## src/rtl/async_fifo.sv

```systemverilog
// async_fifo: single-clock DEPTH x DATA_WIDTH FIFO with the legacy Async_FIFO
// port set. Pointers carry one extra wrap bit so full and empty can be told
// apart when the low index bits are equal.
module async_fifo #(
  parameter int DATA_WIDTH = 8,
  parameter int DEPTH      = 8
) (
  input  logic                  clk,
  input  logic                  rst,
  input  logic                  w_en,
  input  logic                  r_en,
  input  logic [DATA_WIDTH-1:0] data_in,
  output logic [DATA_WIDTH-1:0] data_out,
  output logic                  full,
  output logic                  empty
);

  localparam int ADDR_WIDTH = $clog2(DEPTH);

  logic [DATA_WIDTH-1:0] r_mem [DEPTH];
  logic [ADDR_WIDTH:0]   r_wptr;
  logic [ADDR_WIDTH:0]   r_rptr;
  logic [DATA_WIDTH-1:0] r_data_out;

  logic                  w_full;
  logic                  w_empty;
  logic                  w_wr_ok;
  logic                  w_rd_ok;
  logic [ADDR_WIDTH-1:0] w_waddr;
  logic [ADDR_WIDTH-1:0] w_raddr;
  logic [ADDR_WIDTH:0]   w_ptr_one;

  assign w_ptr_one = {{ADDR_WIDTH{1'b0}}, 1'b1};
  assign w_waddr   = r_wptr[ADDR_WIDTH-1:0];
  assign w_raddr   = r_rptr[ADDR_WIDTH-1:0];

  // Flags decoded from the registered pointers; each side is then qualified by them.
  always_comb begin
    w_empty = (r_wptr == r_rptr);
    w_full  = (r_wptr[ADDR_WIDTH] != r_rptr[ADDR_WIDTH]) &&
              (r_wptr[ADDR_WIDTH-1:0] == r_rptr[ADDR_WIDTH-1:0]);
    w_wr_ok = w_en && !w_full;
    w_rd_ok = r_en && !w_empty;
  end

  // Storage write; contents deliberately survive reset since pointers gate visibility.
  always_ff @(posedge clk) begin
    if (w_wr_ok && !rst) begin
      r_mem[w_waddr] <= data_in;
    end
  end

  // Write pointer: advances once per accepted write, wraps modulo 2*DEPTH.
  always_ff @(posedge clk) begin
    if (rst) begin
      r_wptr <= {(ADDR_WIDTH+1){1'b0}};
    end else if (w_wr_ok) begin
      r_wptr <= r_wptr + w_ptr_one;
    end else begin
      r_wptr <= r_wptr;
    end
  end

  // Read pointer and registered read data; data_out holds when no read is accepted.
  always_ff @(posedge clk) begin
    if (rst) begin
      r_rptr     <= {(ADDR_WIDTH+1){1'b0}};
      r_data_out <= {DATA_WIDTH{1'b0}};
    end else if (w_rd_ok) begin
      r_rptr     <= r_rptr + w_ptr_one;
      r_data_out <= r_mem[w_raddr];
    end else begin
      r_rptr     <= r_rptr;
      r_data_out <= r_data_out;
    end
  end

  assign data_out = r_data_out;
  assign full     = w_full;
  assign empty    = w_empty;

endmodule

```

## config.mk

```make
export PLATFORM = sky130hd
export DESIGN_NAME = async_fifo
export DESIGN_NICKNAME = d
export VERILOG_FILES = /design/src/rtl/async_fifo.sv
export SDC_FILE = /design/constraint.sdc
export NUM_CORES = 1
export LEC_CHECK = 0
export ABC_CLOCK_PERIOD_IN_PS = 2400
export CORE_UTILIZATION = 29
export CTS_BUF_LIST = sky130_fd_sc_hd__clkbuf_16
export DETAILED_ROUTE_END_ITERATION = 8
export PLACE_DENSITY = 0.5
export SLEW_MARGIN = 30
export SYNTH_ARGS = -nofsm -noshare
export SYNTH_HDL_FRONTEND = slang
export SYNTH_SLANG_ARGS = --single-unit
```

## constraint.sdc

```tcl
create_clock -name clk -period 2.4 [get_ports clk]
set_input_delay 0.6 -clock clk [delete_from_list [all_inputs] [get_ports clk]]
set_output_delay 0.6 -clock clk [all_outputs]
set_load 0.005 [all_outputs]
```

==> summary.txt <==
Outcome
  • Status: finished clean

Global routing
  • Congestion Overflow GR: 0
  • Antenna violations before repair: 0
  • Largest net degree at the start of global routing: 20
  • M1 GR Usage: 16.1%
  • Met2 usage: 18.5%
  • GR Util All Layers: 12.1%
  • Met3 Resource Use GR: 3.13%
  • Vias in the first global route: 1729
  • GRT Max-Usage Layer: met2
  • First-pass GRT wire length: 9870 um

Worst setup path
  • R2R setup slack: 0.58 ns
  • Setup crit end kind: primary output
  • Crit path buffers/inverters: 1
  • Worst path slowest cell: dfxtp_1
  • Startpoint types: register
  • Critical Path RT: 1.80 ns
  • CP startpoint: r_wptr[2]
  • Reg2reg end: r_mem[2][3]
  • Maximum fanout along the worst path: 4
  • Critical Path, Cell by Cell: xor2_2 > or2_2 > nor3_1 > dlygate4sd2_1
  • CP endpoint: empty
  • Worst EP arrival: 1.60 ns
  • WS Path Type: register to primary output
  • Slowest stage delay, CP: 0.41 ns
  • Worst path top cell family by delay: simple AND/OR/NAND/NOR gates
  • Worst path depth: 4
  • Reg2reg start: r_rptr[0]
  • Depth of the worst register-to-register path: 5

STA
  • Final min period: 2.20 ns
  • Fin crit share: 91.6%
  • Worst-margin pin slew: 0.545 ns
  • Setup TNS: 0 ns
  • Hold Vio Cnt, Final: 0
  • Endpoints failing setup: 0
  • RSZ-0062 raised after global routing: false
  • Max_slew headroom: 63.2%
  • Fin. max-slew vios: 0
  • Layout Skew: 0.00509 ns
  • Max Clk Rate: 0.455 GHz

Power
  • Total power: 3690 uW
  • Power density cells: 896 nW/um^2
  • Maximum VDD drop: 0.372 mV
  • Pleak: 0.00133 uW

Yosys
  • Unique masters post-synth: 35
  • Mapped cell area: 3290 um^2
  • Synthesized net count: 197
  • Synth area leader: edfxtp_1
  • Yosys top cell area share: 58.4%
  • Synth warnings: 0
  • Area contributors post-synth: edfxtp_1, mux4_2, dfxtp_1
  • Synth Register Bits: 80
  • Post-synthesis sequential area ratio: 68.2%
  • Syn avg cell area: 18.0 um^2
  • Post-Syn Instances: 183

Final layout
  • Filler cells: 1032
  • Nets@finish: 240
  • Share of layout cells above drive strength 1: 33.3%
  • Area growth syn-to-layout: 25.1%
  • Post-layout util: 37.6%
  • Most frequent cells in the layout: edfxtp_1, buf_4, clkdlybuf4s50_1
  • Antenna Cells: 0
  • Commonest non-fill, non-tap cell in the layout: edfxtp_1

Drt
  • DR iter-0 viols: 89
  • Via count: 1689
  • Via density: 4.55
  • DR pass1 iterations: 4
  • Post-route ant nets: 0
  • DRC Markers: 0
  • WL/cell: 16.8 um
  • Drt total wl: 6240 um

Placed design
  • GPL Wtd Cong: 0.691
  • Detailed Place HPWL: 4070 um
  • # port buffers: 21

Clock network
  • Sink Count: 80
  • Clock Pin Slew Worst Setup and Hold Paths: 0.06 ns
  • CTS root buf: clkbuf_16
  • H-tree Lvls: 3
  • Clk_lat worst skew: 0.33 ns
  • Setup Buffers After CTS: 0
  • Total CTS buffers: 9
  • CTS Buffer Depth: 2
  • Cts hold-fix bufs: 0
  • CTS tree: built

Worst hold path
  • Hold Path Cell Cnt: 2
  • Hold Path Origin: data_out[2]
  • Worst Hold Class: register to register

Floorplanning
  • Die X: 109 um
  • Top-Level Pins: 22
  • Floorplan row count: 38
  • Core area: 10900 um^2
  • Initial core utilization: 30.1%
  • Die H: 109 um
  • Die area: 11800 um^2

Run
  • Max Cap Viol: 0
==> registers in the layout, indices dropped and copies added (netlist names) <==
register / flops
r_rptr: 4
r_mem: 64
data_out: 8
r_wptr: 4
==> repair_timing <==
action / in CTS / in global routing
setup endpoints to repair: 2 / 0
gates resized for setup: 2 / 0
endpoints found under the hold margin: 0 / 0
==> worst reg2reg max path, cell delays in order (launching register included) <==
cell	delay, ns
dfxtp_1	0.45
xor2_4	0.23
o41ai_2	0.12
buf_4	0.20
nor4_2	0.31
buf_4	0.22
==> through the flow <==
step | setup slack, ns | area (um^2) | hold WS (ns) | cells
3_5_place_dp | 0.192 | 3770 | 0.522 | 355
5_1_grt | 0.0987 | 4110 | 0.557 | 371
4_1_cts | 0.176 | 4110 | 0.535 | 371
2_1_floorplan | 0.0452 | 3290 | 0.494 | 183
6_report | 0.202 | 4110 | 0.532 | 371
3_3_place_gp | 0.162 | 3770 | 0.507 | 355
==> power breakdown <==
part / total (uW) / switching [uW] / internal, uW / leakage (uW)
registers: 1590 / 34.5 / 1550 / 0.000709
logic: 546 / 260 / 286 / 0.000460
clock network: 1550 / 535 / 1020 / 0.000162
total: 3690 / 830 / 2860 / 0.00133
==> routing by layer <==
layer | up-vias | part of all wire, %
met5 | - | 0
met4 | 0 | 1.8
met3 | 8 | 2.9
met2 | 24 | 46
met1 | 856 | 49
li1 | 801 | -
==> cells in the mapped netlist (all sizes together) <==
cell     n
a211oi   8
a21oi    4
a31o     1
buf     11
clkbuf   1
dfxtp   16
edfxtp  64
ha       2
inv      2
mux2i   10
mux4    16
nand2    3
nand2b   2
nand3    2
nor2    17
nor3     2
nor4     4
o21ai    2
o41a     1
o41ai    2
or2      3
or3      2
or3b     1
xnor2    2
xor2     5
==> how the worst min path moves through the flow <==
stage / to
after floorplan: r_rptr[3]
final: data_out[2]
after global placement: r_rptr[3]
after detailed placement: data_out[2]
after CTS: r_rptr[3]
after global routing: data_out[0]
==> final cells by class <==
cell class,instances,area [um^2],share of cell area [%]
multi-input cells,89,965,23.4
clock buffers,9,225,5.47
clock inverters,7,119,2.89
well taps,140,175,4.26
flip-flops and latches,80,2240,54.5
inverters,2,7.51,0.182
repair buffers,44,380,9.25
==> logic make-up after synthesis <==
kind of cell    Yosys count  synth area share [%]
compound gates           18                  5.44
xor+xnor                  7                  2.89
fa+ha+maj                 2                 0.761
buf+inv                  14                  3.27
flops                    80                  68.2
mux                      26                  14.0
simple gates             36                  5.48
Power figures use the tool's default switching activity.
